<file path="src/rtl/puf_challenge_feeder.sv">
// Challenge feeder for the two-round diffusion network: builds an N_CB-bit challenge
// from serial words or a Galois LFSR, holds it for SETTLE cycles, strobes evaluate, waits for ack.
module puf_challenge_feeder #(
  parameter int              N_CB   = 64,
  parameter int              W_IN   = 8,
  parameter int              SETTLE = 4,
  parameter logic [N_CB-1:0] TAPS   = 64'hD800000000000000,
  parameter logic [N_CB-1:0] SEED   = 64'h1
) (
  input  logic            clk,
  input  logic            rst,
  input  logic            mode,
  input  logic            start,
  input  logic [W_IN-1:0] din,
  input  logic            din_valid,
  output logic            din_ready,
  output logic [N_CB-1:0] B,
  output logic            b_valid,
  output logic            eval_pulse,
  input  logic            resp_ack,
  output logic            busy,
  output logic [15:0]     chal_cnt,
  output logic [2:0]      o_dbg_state
);

  localparam int N_WORDS = N_CB / W_IN;
  localparam int KW      = (N_WORDS > 1) ? $clog2(N_WORDS) : 1;

  typedef enum logic [2:0] {
    S_IDLE     = 3'd0,
    S_LOAD     = 3'd1,
    S_GEN      = 3'd2,
    S_SETTLE   = 3'd3,
    S_EVAL     = 3'd4,
    S_WAIT_ACK = 3'd5
  } state_t;

  state_t          r_state;
  state_t          w_next_state;
  logic [N_CB-1:0] r_shadow;
  logic [N_CB-1:0] r_b;
  logic [N_CB-1:0] r_lfsr;
  logic [KW-1:0]   r_word_cnt;
  logic [7:0]      r_settle_cnt;
  logic [15:0]     r_chal_cnt;

  logic            w_load_start;
  logic            w_accept;
  logic            w_last_word;
  logic            w_load_done;
  logic            w_gen;
  logic            w_settle_done;
  logic            w_ack;
  logic [N_CB-1:0] w_shadow_upd;
  logic [N_CB-1:0] w_lfsr_next;

  // Handshake: a serial word is taken on any cycle where din_valid and din_ready are both
  // high; din_ready is asserted only in LOAD, so din_valid elsewhere is simply ignored.
  always_comb begin
    w_load_start  = 1'b0;
    w_accept      = 1'b0;
    w_last_word   = 1'b0;
    w_load_done   = 1'b0;
    w_gen         = 1'b0;
    w_settle_done = 1'b0;
    w_ack         = 1'b0;
    w_next_state  = r_state;
    case (r_state)
      S_IDLE: begin
        if (start) begin
          if (mode) begin
            w_next_state = S_GEN;
          end else begin
            w_load_start = 1'b1;
            w_next_state = S_LOAD;
          end
        end
      end
      S_LOAD: begin
        w_accept    = din_valid;
        w_last_word = (r_word_cnt == KW'(N_WORDS - 1));
        if (w_accept && w_last_word) begin
          w_load_done  = 1'b1;
          w_next_state = S_SETTLE;
        end
      end
      S_GEN: begin
        w_gen        = 1'b1;
        w_next_state = S_SETTLE;
      end
      S_SETTLE: begin
        w_settle_done = (r_settle_cnt == 8'(SETTLE - 1));
        if (w_settle_done) begin
          w_next_state = S_EVAL;
        end
      end
      S_EVAL: begin
        w_next_state = S_WAIT_ACK;
      end
      S_WAIT_ACK: begin
        if (resp_ack) begin
          w_ack        = 1'b1;
          w_next_state = S_IDLE;
        end
      end
      default: begin
        w_next_state = S_IDLE;
      end
    endcase
  end

  // The final word is merged here so B picks up the complete challenge on the last accept.
  always_comb begin
    w_shadow_upd = r_shadow;
    w_shadow_upd[r_word_cnt * W_IN +: W_IN] = din;
  end

  assign w_lfsr_next = r_lfsr[0] ? ((r_lfsr >> 1) ^ TAPS) : (r_lfsr >> 1);

  always_ff @(posedge clk or posedge rst) begin
    if (rst) begin
      r_state <= S_IDLE;
    end else begin
      r_state <= w_next_state;
    end
  end

  always_ff @(posedge clk or posedge rst) begin
    if (rst) begin
      r_shadow     <= '0;
      r_b          <= '0;
      r_lfsr       <= SEED;
      r_word_cnt   <= '0;
      r_settle_cnt <= '0;
      r_chal_cnt   <= '0;
    end else begin
      if (w_load_start) begin
        r_word_cnt <= '0;
      end else if (w_accept) begin
        r_shadow   <= w_shadow_upd;
        r_word_cnt <= w_last_word ? '0 : r_word_cnt + 1'b1;
      end
      if (w_load_done) begin
        r_b <= w_shadow_upd;
      end else if (w_gen) begin
        r_lfsr <= w_lfsr_next;
        r_b    <= w_lfsr_next;
      end
      // Counter is zero everywhere outside SETTLE, so each SETTLE visit starts from 0.
      r_settle_cnt <= (r_state == S_SETTLE) ? r_settle_cnt + 8'd1 : 8'd0;
      if (w_ack) begin
        r_chal_cnt <= r_chal_cnt + 16'd1;
      end
    end
  end

  assign din_ready   = (r_state == S_LOAD);
  assign b_valid     = (r_state == S_SETTLE) || (r_state == S_EVAL) || (r_state == S_WAIT_ACK);
  assign eval_pulse  = (r_state == S_EVAL);
  assign busy        = (r_state != S_IDLE);
  assign B           = r_b;
  assign chal_cnt    = r_chal_cnt;
  assign o_dbg_state = r_state;

endmodule

</file>
<file path="config.mk">
export PLATFORM = sky130hd
export DESIGN_NAME = puf_challenge_feeder
export DESIGN_NICKNAME = d
export VERILOG_FILES = /design/src/rtl/puf_challenge_feeder.sv
export SDC_FILE = /design/constraint.sdc
export NUM_CORES = 1
export LEC_CHECK = 0
export ABC_CLOCK_PERIOD_IN_PS = 19300
export CAP_MARGIN = 20
export CORE_ASPECT_RATIO = 1.75
export CORE_UTILIZATION = 45
export CTS_CLUSTER_DIAMETER = 60
export CTS_CLUSTER_SIZE = 20
export DETAILED_ROUTE_END_ITERATION = 6
export PLACE_DENSITY = 0.66
export SLEW_MARGIN = 20
export SYNTH_ARGS = -nofsm -noshare
export SYNTH_HDL_FRONTEND = slang
export SYNTH_SLANG_ARGS = --single-unit
</file>
<file path="constraint.sdc">
create_clock -name clk -period 19.3 [get_ports clk]
set_input_delay 3.86 -clock clk [delete_from_list [all_inputs] [get_ports clk]]
set_output_delay 3.86 -clock clk [all_outputs]
set_load 0.02 [all_outputs]
</file>
## Word level (Yosys, flattened, before mapping)

Index checks and enable logic that the tools add are counted.

| operators by class | value |
|---|---|
| bitwise operators | 3 |
| magnitude comparators | 0 |
| add/sub/neg operators | 4 |
| div/mod/pow operators | 0 |
| muxes and demuxes | 24 |
| $mul | 0 |
| shifts and indexed selects | 2 |
| equality and inequality tests | 11 |
| reductions and logical operators | 10 |

Operators with widths:

| cell | number |
|---|---|
| 2-to-1 mux 64 bit | 3 |
| bitwise mux 64 bit | 1 |
| variable shift 8 x 34 -> 64 bit, first input constant | 1 |
| indexed part select 8 x 34 -> 64 bit | 1 |
| negation 6 -> 34 bit | 1 |
| 2-to-1 mux 3 bit | 7 |
| case mux 3 bit (6 select lines) | 1 |
| adder 16 x 1 -> 16 bit, second input constant | 1 |
| 2-to-1 mux 1 bit | 10 |
| == test 3 bit, second input constant | 3 |
| adder 8 x 1 -> 8 bit, second input constant | 1 |
| == test 8 x 2 -> 1 bit, second input constant | 1 |
| 2-to-1 mux 8 bit | 1 |
| == test 3 x 2 -> 1 bit, second input constant | 2 |
| != test 2 bit, second input constant | 3 |
| inverter 3 -> 4 bit | 1 |
| AND reduction 2 bit | 2 |
| AND reduction 4 bit | 1 |
| nonzero test 2 bit | 2 |
| adder 3 x 1 -> 3 bit, second input constant | 1 |
| == test 3 x 1 -> 1 bit, second input constant | 1 |
| logical NOT 3 bit | 1 |
| nonzero test 3 bit | 1 |
| logical OR 1 bit | 2 |
| 4 further kinds | 5 |

| storage, ports and cells | value |
|---|---|
| logic and storage cells | 61 |
| memories kept | 0 |
| register bits after elaboration | 222 |
| bits in writable memories | 0 |
| bits in latches | 0 |
| bits of input ports | 14 |
| bits in read-only memories | 0 |
| output and inout port bits | 87 |

## Longest topological paths before layout

Gate-level depths: netlist (run 1).

| depth | value |
|---|---|
| word-level depth | 6 |
| mapped depth | 12 |
| depth with buffers taken out | 7 |

## Least setup slack after synthesis (run 1)

Ideal clock, no wire load.

| path | value |
|---|---|
| path kind | register to output |
| start | register r_state[2], in the netlist o_dbg_state[2] |
| end | output port b_valid |
| arrival time | 1.492 ns |
| setup slack | 13.948 ns |
| stages on the path, launching flop included | 6 |
| required time | 15.440 ns |
| buffers on the path | 2 |
| path through | dfrtp_1 > buf_2 > inv_1 > nand3_1 > clkbuf_1 > o21ai_0 |

| between the ends | value |
|---|---|
| cells in the longest elaborated chain, start to end | 3 |
| elaborated cells between the ends (all ways) | 5 |
| those cells by class | 3 x eq/ne; 2 x reduce/logical |

Ends and longest elaborated chain:

| element | RTL line | text |
|---|---|---|
| start: declaration | 38 | `state_t r_state;` |
| start signal: assignment | 124 | `r_state <= w_next_state;` |
| == test 3 x 2 -> 1 bit / == test 3 bit (equally long branches) | - |  |
| logical OR 1 bit | 158 | `assign b_valid = (r_state == S_SETTLE) \|\| (r_state == S_EVAL) \|\| (r_state == S_WAIT_ACK);` |
| logical OR 1 bit * | 158 |  |
| end: declaration | 18 | `output logic b_valid,` |

Mark *: on every way between the ends. The rest lies on a longest branch, timed or not.

## Worst setup path after layout (run 1)

Ends and elaborated chain as after synthesis.

==> metrics.cfg, run 1 <==
[clock_network]
cts.sinks=222
cts_root_buffer=clkbuf_16
cts_buffer_depth=3
cts-hold-fix-buffers=0
cts-resized-gates=0
cts_buffers=15
post_cts_buffers=0
clkTransAtPathRegs_ps=90
cts_tree=yes
h-tree-depth=1
clk_latency_ps=490

[hold_path]
hold_path.class=register to register
whs_path_depth=1
hp-start=chal_cnt[15]$_DFFE_PP0P_
whs_endpoint=chal_cnt[15]$_DFFE_PP0P_

[critical_path]
r2r-start=r_word_cnt[0]$_DFFE_PP0P_
r2r_cells=7
crit_type=register to primary output
arrival_ps=2480
cp_max_fo=15
r2r_end=r_shadow[42]$_DFFE_PP0P_
endpoint_kind=primary output
critPathLaunchType=register
reg2reg_setup_slack_ps=15600
crit_required_ps=15440

[final_layout]
stdcell_area_um2=11500
seqCellArea_um2=5560
nNetsFinal=1044
final_layout_size_suffix_gt1_frac=0.0938
n_fill_cell=2004
area_growth_pct=15.8
diodes=0
multi_input_area_um2=4020

[floorplan]
design.core.area_um2=21500
num_io_pins=101
dieHeight_um=198
start_util=0.460
std_cell_rows=71
dieArea_um2=22600
die_w_um=114

[drt]
routedWlPerCell_um=18.1
dr.pass1.iters=4
drt_wl_total_mm=23.8
ant_nets=0
drc_errors=0
routed_via_density=5.39
vias=7094
drtIter0Drc=390

[timing]
worst_pin_slew_ps=928
period_share=0.328
rsz0062_at_grt=no
min_period_ps=6340
fmax_mhz=158
hold_viol=0
finalClockSkew_ps=22.9
finalMaxSlewViolations=0
finalWorstSetupSlack_ps=12960
relSlewSlack=0.381
setup_tns_ps=0
fin_hold_ws_ps=473
setup_viol=0

[place]
io_buffers=100
pre_cts_slack_ps=13030
hpwl_mm=16.0
routabilityCongestion=0.823
postPlaceCellArea_um2=11000

[outcome]
status=finished, final reports clean

[grt]
grt_pass1_vias=7063
grt_pass1_wl_mm=38.6
gr-total-overflow=0
grt_usage=0.219
grt_max_degree=154
antenna_found_initial=0

[logic_synthesis]
synth_top_cell_by_area=dfrtp_1
async_flop_share=1.00
synthTopCellsByArea=dfrtp_1 (56%), nand2_1 (9.6%), mux2_2 (4.4%), a211oi_1 (2.9%), a21oi_1 (2.6%)
synthFlopType=dfrtp_1
synthTopCellsByCount=nand2_1 (253), dfrtp_1 (221), a21oi_1 (51)
synth_warnings=0
syn_area_um2=9900
ys_ff_latch=222
yosysMostFrequentCell=nand2_1
synth.avg_cell_area_um2=10.3
yosysUniqueCellTypes=64
syn_inst=962
seq_area_frac_synth=0.561
synth_top_cell_area_share=0.559
synth_nets=983
synth_edf_count=0

[power_and_ir_drop]
p_total_w=0.00162
p_per_area_nw_per_um2=142
p_leak_nw=5.37
ir_drop_v=0.0000817

[run]
drv_cap=0

## how the worst max path moves through the flow
stage                             end  cells past startpoint                        from
global placement    B[22]$_DFFE_PP0P_                      6                   din_valid
detailed placement  B[23]$_DFFE_PP0P_                      6                   din_valid
CTS                           b_valid                      4  o_dbg_state[2]$_DFFE_PP0P_
floorplan            B[0]$_DFFE_PP0P_                      1                         rst
global route                  b_valid                      3  o_dbg_state[0]$_DFFE_PP0P_
finish                        b_valid                      4  o_dbg_state[2]$_DFFE_PP0P_
## cells by family after synthesis
logic type / count (synthesis) / share of synthesized area
simple gates: 394 / 0.190
flops: 222 / 0.561
compound gates: 196 / 0.130
buf+inv: 70 / 0.0343
mux: 48 / 0.0535
xor+xnor: 24 / 0.0212
fa+ha+maj: 8 / 0.00986
## metal layers
layer | share of wire | GRT usage
met5 | 0 | 0
met4 | 0.037 | 0.0880
met3 | 0.031 | 0.0220
met2 | 0.52 | 0.383
met1 | 0.41 | 0.276
## cell usage in the layout (no fill, tap or decap), types with 18 or more instances in the layout
cell type	n
a211oi_1	38
a21oi_1	51
a31oi_1	20
a32oi_1	18
and2_1	26
clkdlybuf4s50_1	100
dfrtp_1	221
mux2_2	39
nand2_1	252
nor2_1	32
o21ai_0	20
## report_power, final
group	switching, W	leakage (nW)	total, W	internal [W]
sequential	0.0000982	3.02	0.000680	0.000582
clock	0.000159	0.211	0.000315	0.000156
combinational	0.000361	2.15	0.000627	0.000266
total	0.000618	5.37	0.00162	0.00100
## critical path: stages (launching register included)
cell and delay, ps:
dfrtp_1 720, inv_1 180, nand3_1 370, o21ai_0 150
clkdlybuf4s50_1 570
## flip-flops by register name, summed over array words and instances, names as in the netlist
| name | cells |
|---|---|
| B | 64 |
| chal_cnt | 16 |
| o_dbg_state | 3 |
| r_lfsr | 64 |
| r_settle_cnt | 8 |
| r_shadow | 64 |
| r_word_cnt | 3 |
## layout make-up
type / instances / area share
multi-input cells: 670 / 0.351
clock buffers: 15 / 0.0328
flip-flops and latches: 222 / 0.485
repair buffers: 106 / 0.0911
inverters: 8 / 0.00371
clock inverters: 3 / 0.00480
well taps: 292 / 0.0319
## per-stage QoR
| step | instances | util |
|---|---|---|
| after floorplan | 962 | - |
| after global placement | 1297 | 0.513 |
| after detailed placement | 1297 | 0.513 |
| after CTS | 1315 | 0.533 |
| after global routing | 1316 | 0.533 |
| final | 1316 | 0.533 |
(Power assumes the default switching activity.)
==> inputs of run 2 (changes only) <==
ABC_CLOCK_PERIOD_IN_PS = 6200   (was 19300)
clock period = 6.2 ns   (was 19.3 ns; I/O delays follow)
==> run 2 against run 1 <==
  * Combinational power rose to 3.1 times the previous value
  * First-iteration DRC count up 25%
  * Critical path depth unchanged
  * Global-route usage up 0.30 points
  * Power rose to 3.1 times the previous value
  * Clock-buffer cell count up 3
  * Via count up 1.4%
  * Register-to-register slack worse by 13000 ps
  * Die area unchanged
  * Final area about the same
  * Clock skew down 12 ps
  * Critical path type unchanged
==> metrics.cfg, run 2 (same netlist as run 1, synthesis figures left out) <==
[critical_path]
critPathLaunchType=register
cpPeakStageDelay_ps=740
crit_required_ps=4960
endpoint_kind=primary output
crit_type=register to primary output
arrival_ps=2480
cpMaxStageDelayCell=dfrtp_1
r2r_cells=7
r2r_end=r_shadow[42]$_DFFE_PP0P_
crit_chain=inv_1 > nand3_1 > o21ai_0 > clkdlybuf4s50_1
cp_max_fo=15
reg2reg_setup_slack_ps=2670
crit_path_start=o_dbg_state[2]$_DFFE_PP0P_
r2r-start=r_word_cnt[0]$_DFFE_PP0P_

[place]
routabilityCongestion=0.816
postPlaceCellArea_um2=11000
hpwl_mm=16.4
io_buffers=100
place_inst=1299
pre_cts_slack_ps=2710

[timing]
setup_viol=0
hold_viol=0
setup_tns_ps=0
fmax_mhz=269
period_share=0.599
finalWorstSetupSlack_ps=2480
min_period_ps=3720
finalClockSkew_ps=10.8
finalMaxSlewViolations=0
worst_pin_slew_ps=957
rsz0062_at_grt=no
relSlewSlack=0.362

[floorplan]
dieArea_um2=22600
die_w_um=114
start_util=0.460
dieHeight_um=198
std_cell_rows=71
num_io_pins=101
design.core.area_um2=21500

[power_and_ir_drop]
power.switching_w=0.00192
clkPwrFrac=0.189
p_sw_frac=0.383
ir_drop_v=0.000273
pwr-share-comb=0.390
p_int_w=0.00310
p_leak_nw=5.37
sequentialPowerShare=0.421
p_per_area_nw_per_um2=438

[clock_network]
cts_tree=yes
h-tree-depth=1
cts_root_buffer=clkbuf_16
cts.sinks=222
cts_buffer_depth=3
cts-hold-fix-buffers=0
clk_latency_ps=470
cts_buffers=15
post_cts_buffers=0
cts-resized-gates=0
clkTransAtPathRegs_ps=80

[drt]
vias=7193
routed_via_density=5.45
drtIter0Drc=488
routedWlPerCell_um=18.3
drt_wl_total_mm=24.1
dr.pass1.iters=7
drc_errors=0
ant_nets=0

[final_layout]
nNetsFinal=1045
final_cell_mix=nand2_1 (252), dfrtp_1 (221), clkdlybuf4s50_1 (100)
stdcell_area_um2=11500
area_growth_pct=15.9
final_layout_size_suffix_gt1_frac=0.0963
fin_cells=1320
diodes=0
final_core_util=0.533
mostFrequentLayoutCell=nand2_1

[grt]
antenna_found_initial=0
gr-total-overflow=0
grt_usage=0.222
grt_pass1_wl_mm=39.0
grt_pass1_vias=7217
grt_max_degree=149

[hold_path]
hold_path.class=register to register
whs_endpoint=chal_cnt[15]$_DFFE_PP0P_
hp-start=chal_cnt[15]$_DFFE_PP0P_
whs_path_depth=1

[run]
drv_cap=0

[outcome]
status=finished, final reports clean

## run 2: area by class of cell
| type | instances | area (um2) |
|---|---|---|
| well taps | 292 | 365 |
| fillers | 1990 | 10000 |
| multi-input cells | 670 | 4030 |
| inverters | 8 | 33.8 |
| repair buffers | 107 | 1070 |
| clock inverters | 3 | 22.5 |
| clock buffers | 18 | 397 |
| flip-flops and latches | 222 | 5560 |
## run 2: how the worst max path moves through the flow
| stage | end | slack (ps) | depth (start not counted) |
|---|---|---|---|
| after floorplan | B[0]$_DFFE_PP0P_ | 2060 | 1 |
| after global placement | r_shadow[42]$_DFFE_PP0P_ | 2800 | 7 |
| after detailed placement | r_shadow[42]$_DFFE_PP0P_ | 2710 | 7 |
| after CTS | b_valid | 2450 | 4 |
| after global routing | b_valid | 2320 | 4 |
| final | b_valid | 2480 | 4 |
## run 2: power by group through the flow
stage | Sequential (W) | Clock [W] | Combinational, W
after floorplan | 0.00228 | 0 | 0.00105
after global placement | 0.00214 | 0 | 0.00195
after detailed placement | 0.00214 | 0 | 0.00197
after CTS | 0.00212 | 0.000973 | 0.00198
after global routing | 0.00216 | 0.00102 | 0.00214
final | 0.00212 | 0.000948 | 0.00196
## run 2: critical path, delay by kind of cell (launching register included)
| kind | cells | cell delay, ps |
|---|---|---|
| AO/OA/AOI/OAI | 1 | 160 |
| buffers and inverters | 2 | 740 |
| flip-flops | 1 | 740 |
| AND/OR/NAND/NOR | 1 | 360 |
## run 2: stage by stage
step	hold slack, ps	total power, W
floorplan	438	0.00333
global placement	452	0.00408
detailed placement	457	0.00412
CTS	476	0.00507
global route	489	0.00532
finish	469	0.00502
## run 2: per-layer routing
metal	global-route usage	vias up	wire length, um
met2	0.398	143	12800
met5	0	-	0
met4	0.0842	0	776
li1	-	3417	-
met1	0.273	3589	9770
met3	0.0230	44	738
==> inputs of run 3 (changes only) <==
ABC_CLOCK_PERIOD_IN_PS = 3100   (was 6200)
PLACE_DENSITY = 0.68   (was 0.66)
clock period = 3.1 ns   (was 6.2 ns; I/O delays follow)
==> run 3 against run 2 <==
  * Setup slack worse by 2200 ps
  * Power up 100%
  * Critical path depth down 1
  * Worst hold slack better by 1.7 ps
  * Critical path type unchanged
  * Largest cell class unchanged
  * Register-to-register slack worse by 2100 ps
  * Non-clock buffer count up 13
==> metrics.cfg, run 3 (same netlist as run 1, synthesis figures left out) <==
[place]
routabilityCongestion=0.822
io_buffers=100
place_inst=1312
hpwl_mm=16.2

[critical_path]
crit_required_ps=2480
r2r_end=r_shadow[9]$_DFFE_PP0P_
crit_type=register to primary output
critPathCapture=din_ready
crit_path_start=o_dbg_state[0]$_DFFE_PP0P_
reg2reg_setup_slack_ps=570
r2r-start=r_word_cnt[1]$_DFFE_PP0P_
endpoint_kind=primary output
critPathLaunchType=register
r2r_cells=8
cp_max_fo=13
arrival_ps=2200

[grt]
grt_pass1_wl_mm=38.5
grt_pass1_vias=7226
antenna_found_initial=0
grt_max_degree=116
gr-total-overflow=0
grt_usage=0.217

[floorplan]
die_w_um=114
std_cell_rows=71
design.core.area_um2=21500
num_io_pins=101
start_util=0.460
dieArea_um2=22600
dieHeight_um=198

[timing]
fmax_mhz=355
min_period_ps=2820
hold_viol=0
finalClockSkew_ps=13.7
setup_tns_ps=0
fin_hold_ws_ps=470
period_share=0.909
setup_viol=0
rsz0062_at_grt=no
worst_pin_slew_ps=953
finalMaxSlewViolations=0
relSlewSlack=0.365

[drt]
drc_errors=0
routedWlPerCell_um=17.6
vias=7252
dr.pass1.iters=5
routed_via_density=5.44
ant_nets=0
drtIter0Drc=466
drt_wl_total_mm=23.4

[run]
drv_cap=0

[power_and_ir_drop]
p_per_area_nw_per_um2=874
p_leak_nw=5.44
ir_drop_v=0.000655

[hold_path]
whs_path_depth=1
hold_path.class=register to register

[final_layout]
nNetsFinal=1058
n_fill_cell=2006
fin_cells=1333
mostFrequentLayoutCell=nand2_1
final_cell_mix=nand2_1 (252), dfrtp_1 (221), clkdlybuf4s50_1 (100)
diodes=0
final_layout_size_suffix_gt1_frac=0.107
area_growth_pct=16.9

[clock_network]
cts_buffer_depth=3
clk_latency_ps=480
cts_root_buffer=clkbuf_16
h-tree-depth=1
post_cts_buffers=0
cts_buffers=15
cts-hold-fix-buffers=0
clkTransAtPathRegs_ps=80
cts.sinks=222
cts_tree=yes
cts-resized-gates=0

[outcome]
status=finished, final reports clean

[run 3: through the flow]
step           cell area [um2]   util  worst slack, ps  total power [W]
2_1_floorplan             9900      -             -415          0.00666
3_3_place_gp             11200  0.519              478          0.00822
3_5_place_dp             11200  0.519              461          0.00828
4_1_cts                  11600  0.538              255           0.0102
5_1_grt                  11600  0.538              175           0.0107
6_report                 11600  0.538              281           0.0101
[run 3: worst min-delay path by stage]
stage,start,slack (ps),endpoint
floorplan,r_lfsr[21]$_DFFE_PP0P_,440,r_lfsr[21]$_DFFE_PP0P_
global placement,r_lfsr[35]$_DFFE_PP0P_,450,r_lfsr[35]$_DFFE_PP0P_
detailed placement,r_lfsr[21]$_DFFE_PP0P_,450,r_lfsr[21]$_DFFE_PP0P_
CTS,r_lfsr[21]$_DFFE_PP0P_,480,r_lfsr[21]$_DFFE_PP0P_
global route,chal_cnt[15]$_DFFE_PP0P_,500,chal_cnt[15]$_DFFE_PP0P_
finish,chal_cnt[15]$_DFFE_PP0P_,470,chal_cnt[15]$_DFFE_PP0P_
[run 3: cell type report]
| cell class | count | area (um2) | share of cell area |
|---|---|---|---|
| clock inverters | 4 | 30.0 | 0.00259 |
| repair buffers | 120 | 1180 | 0.102 |
| clock buffers | 17 | 393 | 0.0339 |
| multi-input cells | 670 | 4020 | 0.347 |
| flip-flops and latches | 222 | 5560 | 0.480 |
| inverters | 8 | 33.8 | 0.00292 |
| well taps | 292 | 365 | 0.0316 |
[run 3: worst max-delay path, stage by stage (launching register included)]
cell and delay [ps]:
dfrtp_1 660, nand2b_1 290, nor2_1 150, clkdlybuf4s50_1 620
[run 3: report_power, final]
group / switching (W) / leakage, nW / internal, W
logic: 0.00231 / 2.21 / 0.00172
registers: 0.000539 / 3.02 / 0.00363
clock network: 0.000987 / 0.212 / 0.000920
[run 3: per-layer routing]
layer / track usage / vias up / part of all wire
li1: - / 3449 / -
met1: 0.272 / 3605 / 0.41
met2: 0.385 / 153 / 0.52
met3: 0.0220 / 45 / 0.033
met4: 0.0827 / 0 / 0.036
met5: 0 / - / 0
